==> src/rtl/bus_timer_slave.sv <==
// Memory-mapped one-shot/periodic timer behind a strobe/ready slave bus.
// Each access completes WAIT_CYCLES wait states after being sampled, with a one-cycle bus_rdy_o pulse.
module bus_timer_slave #(
    parameter int BUS_ADD_WIDTH = 30,
    parameter int BUS_DAT_WIDTH = 32,
    parameter int WAIT_CYCLES   = 1
) (
    input  logic                     clk_i,
    input  logic                     rst_n_i,
    input  logic                     bus_cs_i,
    input  logic                     bus_as_i,
    input  logic                     bus_rw_i,
    input  logic [BUS_ADD_WIDTH-1:0] bus_addr_i,
    input  logic [BUS_DAT_WIDTH-1:0] bus_wr_data_i,
    output logic [BUS_DAT_WIDTH-1:0] bus_rd_data_o,
    output logic                     bus_rdy_o,
    output logic                     irq_o
);
    localparam logic [1:0] ADDR_CTRL   = 2'd0;
    localparam logic [1:0] ADDR_STAT   = 2'd1;
    localparam logic [1:0] ADDR_EXPIRE = 2'd2;
    localparam logic [1:0] ADDR_COUNT  = 2'd3;

    typedef enum logic [1:0] {
        ST_IDLE = 2'd0,
        ST_WAIT = 2'd1,
        ST_RDY  = 2'd2
    } state_t;

    state_t                   state_reg;
    logic [3:0]               wait_cnt_reg;
    logic [1:0]               addr_reg;
    logic                     rw_reg;
    logic [BUS_DAT_WIDTH-1:0] wr_data_reg;
    logic                     rdy_reg;
    logic [BUS_DAT_WIDTH-1:0] rd_buf_reg;

    logic                     start_reg;
    logic                     periodic_reg;
    logic                     expired_reg;
    logic [BUS_DAT_WIDTH-1:0] expire_reg;
    logic [BUS_DAT_WIDTH-1:0] count_reg;

    logic                     access;
    logic                     commit;
    logic                     commit_rw;
    logic [1:0]               commit_addr;
    logic [BUS_DAT_WIDTH-1:0] commit_data;
    logic [BUS_DAT_WIDTH-1:0] rd_value;
    logic                     wr_en;
    logic                     hit;
    logic                     addr_unused;

    assign addr_unused = ^bus_addr_i[BUS_ADD_WIDTH-1:2];
    assign access      = bus_cs_i & bus_as_i;
    assign hit         = start_reg && (count_reg == expire_reg);

    // With no wait states the commit happens on the sampling edge itself,
    // so the live bus inputs are used instead of the latched copies.
    always_comb begin
        commit      = 1'b0;
        commit_rw   = rw_reg;
        commit_addr = addr_reg;
        commit_data = wr_data_reg;
        case (state_reg)
            ST_IDLE: begin
                if (access && (WAIT_CYCLES == 0)) begin
                    commit      = 1'b1;
                    commit_rw   = bus_rw_i;
                    commit_addr = bus_addr_i[1:0];
                    commit_data = bus_wr_data_i;
                end
            end
            ST_WAIT: commit = access && (wait_cnt_reg == 4'd1);
            default: commit = 1'b0;
        endcase
    end

    assign wr_en = commit & ~commit_rw;

    always_comb begin
        rd_value = '0;
        case (commit_addr)
            ADDR_CTRL:   rd_value[1:0] = {periodic_reg, start_reg};
            ADDR_STAT:   rd_value[0]   = expired_reg;
            ADDR_EXPIRE: rd_value      = expire_reg;
            default:     rd_value      = count_reg;
        endcase
    end

    always_ff @(posedge clk_i or negedge rst_n_i) begin
        if (!rst_n_i) begin
            state_reg    <= ST_IDLE;
            wait_cnt_reg <= '0;
            addr_reg     <= '0;
            rw_reg       <= 1'b0;
            wr_data_reg  <= '0;
            rdy_reg      <= 1'b0;
            rd_buf_reg   <= '0;
        end else begin
            rdy_reg    <= commit;
            rd_buf_reg <= (commit && commit_rw) ? rd_value : '0;
            case (state_reg)
                ST_IDLE: begin
                    if (access) begin
                        addr_reg    <= bus_addr_i[1:0];
                        rw_reg      <= bus_rw_i;
                        wr_data_reg <= bus_wr_data_i;
                        if (WAIT_CYCLES == 0) begin
                            state_reg <= ST_RDY;
                        end else begin
                            state_reg    <= ST_WAIT;
                            wait_cnt_reg <= 4'(WAIT_CYCLES);
                        end
                    end
                end
                ST_WAIT: begin
                    if (!access) begin
                        state_reg    <= ST_IDLE;
                        wait_cnt_reg <= '0;
                    end else begin
                        wait_cnt_reg <= wait_cnt_reg - 4'd1;
                        if (wait_cnt_reg == 4'd1) begin
                            state_reg <= ST_RDY;
                        end
                    end
                end
                default: state_reg <= ST_IDLE;
            endcase
        end
    end

    // Bus writes are applied after the timer update so they win for CTRL/COUNT,
    // while an expiry is applied last so it wins over a STAT clear.
    always_ff @(posedge clk_i or negedge rst_n_i) begin
        if (!rst_n_i) begin
            start_reg    <= 1'b0;
            periodic_reg <= 1'b0;
            expired_reg  <= 1'b0;
            expire_reg   <= '0;
            count_reg    <= '0;
        end else begin
            if (start_reg) begin
                count_reg <= hit ? '0 : count_reg + BUS_DAT_WIDTH'(1);
            end
            if (hit && !periodic_reg) begin
                start_reg <= 1'b0;
            end
            if (wr_en) begin
                case (commit_addr)
                    ADDR_CTRL: begin
                        start_reg    <= commit_data[0];
                        periodic_reg <= commit_data[1];
                    end
                    ADDR_STAT: begin
                        if (commit_data[0]) expired_reg <= 1'b0;
                    end
                    ADDR_EXPIRE: expire_reg <= commit_data;
                    default:     count_reg  <= commit_data;
                endcase
            end
            if (hit) begin
                expired_reg <= 1'b1;
            end
        end
    end

    assign bus_rdy_o     = rdy_reg;
    assign bus_rd_data_o = rd_buf_reg;
    assign irq_o         = expired_reg;

endmodule

==> config.mk <==
export PLATFORM = sky130hd
export DESIGN_NAME = bus_timer_slave
export DESIGN_NICKNAME = d
export VERILOG_FILES = /design/src/rtl/bus_timer_slave.sv
export SDC_FILE = /design/constraint.sdc
export NUM_CORES = 1
export LEC_CHECK = 0
export ABC_AREA = 1
export ABC_CLOCK_PERIOD_IN_PS = 3200
export BUFFER_PORTS_ARGS = -buffer_cell sky130_fd_sc_hd__buf_2
export CAP_MARGIN = 10
export CORE_MARGIN = 8
export CORE_UTILIZATION = 40
export CTS_CLUSTER_DIAMETER = 200
export CTS_CLUSTER_SIZE = 14
export DETAILED_ROUTE_END_ITERATION = 6
export HOLD_SLACK_MARGIN = 0.03
export PLACE_DENSITY = 0.6
export SKIP_CTS_REPAIR_TIMING = 1
export SYNTH_ARGS = -nofsm -noshare
export SYNTH_HDL_FRONTEND = slang
export SYNTH_SLANG_ARGS = --single-unit
==> constraint.sdc <==
create_clock -name clk_i -period 3.2 [get_ports clk_i]
set_clock_uncertainty 0.15 [all_clocks]
set_input_delay 0.48 -clock clk_i [delete_from_list [all_inputs] [get_ports clk_i]]
set_output_delay 0.48 -clock clk_i [all_outputs]
set_load 0.05 [all_outputs]
==> flow_results.org <==
** Clock tree
- Clock latency reported for the late side of the worst-skew pair :: 0.42 ns
- Clock slew seen by the registers of the worst setup and hold paths :: 0.06 ns
- Num CTS Buffers :: 17
- In this run the deepest clock path goes through 2 buffers.
- The H-tree was split into 4 levels.
- CTS root buffer :: sky130_fd_sc_hd__clkbuf_16
- Clock tree synthesis found a total of 141 sinks.
- TritonCTS clock tree :: built

** Global route
- Global-route wire length before repair :: 29100 µm
- Antenna violations before repair :: 0
- GR Overflow Total :: 0
- Tot GR Track Use :: 16.6%
- The via count of the first global-routing pass came to 5723.
- Largest net degree at the start of global routing :: 78

** STA
- Slew margin rel. :: 47.6%
- Setup repair after global routing left no endpoint under its margin.
- Final clock period utilization by the worst path :: 76.2%
- Number of failing setup endpoints in the final timing report :: 0
- Total count of hold-check failures in the final report :: 0
- Min Clock Period, post-route :: 2.44 ns
- For the final routed database, the setup TNS stands at 0 ns.
- Final-report max-slew violation count :: 0
- For the pin with the worst max-slew slack, the measured transition is 0.785 ns.
- Based on the critical path, the design can be clocked at up to 410 MHz.

** Logic synthesis
- Syn nets :: 948
- The synthesized netlist devotes 24.5% of its cell area to simple gates.
- For this run, the leading register cell type out of synthesis is sky130_fd_sc_hd__dfrtp_1.
- The cell area that synthesis handed to floorplanning was 6990 µm².
- Avg Inst Size Synth :: 7.96 µm²
- Xor/xnor cell area share of the yosys netlist :: 3.51%
- Distinct cell type count after synthesis :: 39
- After synthesis the netlist holds a flip-flop and latch count of 141.
- By area, the combinational part of the netlist is dominated by simple AND/OR/NAND/NOR gates.
- Yosys mapped a number of flops with a built-in enable equal to 0.
- Multiplexer fraction of the synthesized cell area :: 0%
- Ys async rst share :: 100%
- Yosys printed 0 warnings.
- Number of instances in the synthesized netlist :: 878
- The share of the Yosys chip area taken by registers is 50.5%.
- Summing the areas of all compound-gate instances in the mapped netlist gives 12.6% of the synthesized area.
- Share of synthesized cell area in full adder, half adder and majority cells :: 0.537%

** Cells and area
- Summing all non-filler instances in the final layout gives an area of 8170 µm².
- Number of nets in the finished design :: 1019
- Counting the fill cells in the layout gives 1777.
- Layout cells sized above 1 :: 17.3%
- Antenna cell count :: 0
- Commonest cells after routing, fill and taps aside :: sky130_fd_sc_hd__nand2_1 (266), sky130_fd_sc_hd__dfrtp_1 (141), sky130_fd_sc_hd__inv_1 (99)
- Leading cell type in the layout, fill and taps excluded :: sky130_fd_sc_hd__nand2_1
- Reg area :: 3530 µm²
- Signed area change from the synthesized netlist to the final layout :: 16.8%
- Summing all multi-input logic gate instances after layout gives 2880 µm².

** Die
- Standard-cell row count :: 48
- Die span in y :: 148 µm
- For this configuration, the core starts out at a cell density of 40.7%.
- Core outline area :: 17200 µm²
- Die W :: 148 µm
- The die covers 22000 µm².
- During I/O placement, the number of pins put on the boundary was 101.

** Detailed routing
- Post-route ant nets :: 0
- Wires add up to 17200 µm.
- Detailed-route wire length per cell :: 14.5 µm
- Iteration-0 DRC Markers :: 300
- For this run, the detailed router's first-pass iteration total came to 7.
- Drc violations :: 0
- Routed vias/inst :: 4.73
- After detailed routing, no signal wire sits above met4.
- Vias :: 5618
- For this block, wires on met1 add up to 8300 µm.
- Total length of routed met2 wires :: 7980 µm
- DR WL met3 :: 682 µm

** Worst hold path
- The startpoint identified for the worst hold timing path is bus_wr_data_i[30].
- Hold path depth :: 3
- Min-Delay Path Class :: in -> reg

** Setup path
- The worst setup path is captured at a flip-flop.
- Critical-path maximum fanout :: 36
- At the worst endpoint, the arrival time is 2.58 ns.
- Data on the critical path is required at its endpoint by 3.34 ns.
- The startpoint identified for the worst register-to-register timing path is wait_cnt_reg[1].
- The worst setup path is of the reg -> reg kind.
- FF-to-FF path depth :: 8
- Critical path origin :: wait_cnt_reg[1]
- STA classifies the critical path startpoint as a flip-flop.

** Placed design
- After detailed placement, the total cell area comes to 7560 µm².
- Input and output buffers added on the ports amount to 72.
- GPL Wtd Cong :: 0.865
- Detailed placement finished with a half-perimeter wire length of 12000 µm.

** Power and ir drop
- Leakage power of the design :: 3.87 nW
- For this design the ratio of total power to cell area is 676 nW/µm².
- IR Drop Worst-Case VDD :: 0.375 mV

** Outcome
- Run status :: finished clean

** Job
- Number of maximum-capacitance violations :: 0
-- per-layer routing --
metal  up-vias  global-route usage (%)
met2       104                    26.5
met5         -                       0
met4         0                    5.46
met1      2608                    21.8
met3        16                    3.68
li1       2890                       -
-- critical path, cell delays in order, from the launching register on --
cell	delay, ns
sky130_fd_sc_hd__dfrtp_1	0.37
sky130_fd_sc_hd__inv_1	0.09
sky130_fd_sc_hd__ha_1	0.17
sky130_fd_sc_hd__nand3_2	0.15
sky130_fd_sc_hd__nor3_4	0.33
sky130_fd_sc_hd__nand2_2	0.42
sky130_fd_sc_hd__buf_4	0.41
sky130_fd_sc_hd__nand2_1	0.11
sky130_fd_sc_hd__o21ai_0	0.08
-- synth_stat cells, types with 16 or more instances --
cell type	instances	area [µm²]
sky130_fd_sc_hd__nor2_1	86	323
sky130_fd_sc_hd__o21ai_2	23	201
sky130_fd_sc_hd__dfrtp_1	141	3530
sky130_fd_sc_hd__nand3_1	20	100
sky130_fd_sc_hd__nand2_1	266	998
sky130_fd_sc_hd__o21ai_1	35	175
sky130_fd_sc_hd__inv_1	99	372
sky130_fd_sc_hd__clkbuf_1	19	71.3
sky130_fd_sc_hd__o21ai_0	16	80.1
sky130_fd_sc_hd__xor2_1	23	201
sky130_fd_sc_hd__a21oi_1	72	360
-- path summary, 6_finish.rpt --
path / end / slack [ns]
setup / recovery: expire_reg[31] / 0.76
hold / removal: commit_data[30] / 0.15
setup reg to reg: expire_reg[31] / 0.76
hold reg to reg: count_reg[26] / 0.32
max in group asynchronous: expire_reg[10] / 1.62
min in group asynchronous: bus_rdy_o / 0.52
-- logic make-up after synthesis --
| family | count (synthesis) |
|---|---|
| AO/OA/AOI/OAI | 155 |
| XOR/XNOR | 28 |
| adder cells (fa/ha/maj) | 3 |
| buffers and inverters | 142 |
| flip-flops | 141 |
| AND/OR/NAND/NOR | 409 |
-- where the power goes --
group	internal, mW	switching [mW]
Clock	1.23	0.795
Combinational	0.426	0.693
Sequential	2.06	0.326
-- through the flow --
step	power (mW)	hold slack, ns	util, %	cells	worst slack (ns)
global route	5.86	0.153	47.6	1187	0.574
floorplan	3.18	0.0344	-	878	1.41
global placement	3.51	0.316	44.0	1154	0.794
detailed placement	3.53	0.315	44.0	1154	0.776
finish	5.52	0.150	47.6	1187	0.761
CTS	5.56	-0.0282	47.5	1186	0.772
-- cell type report --
class	instances	share of cell area, %
clock buffers	18	5.25
clock inverters	14	2.07
inverters	112	5.15
multi-input cells	595	35.3
flip-flops and latches	141	43.2
well taps	225	3.45
repair buffers	82	5.59
No activity file was read; power rests on OpenSTA's default activity.
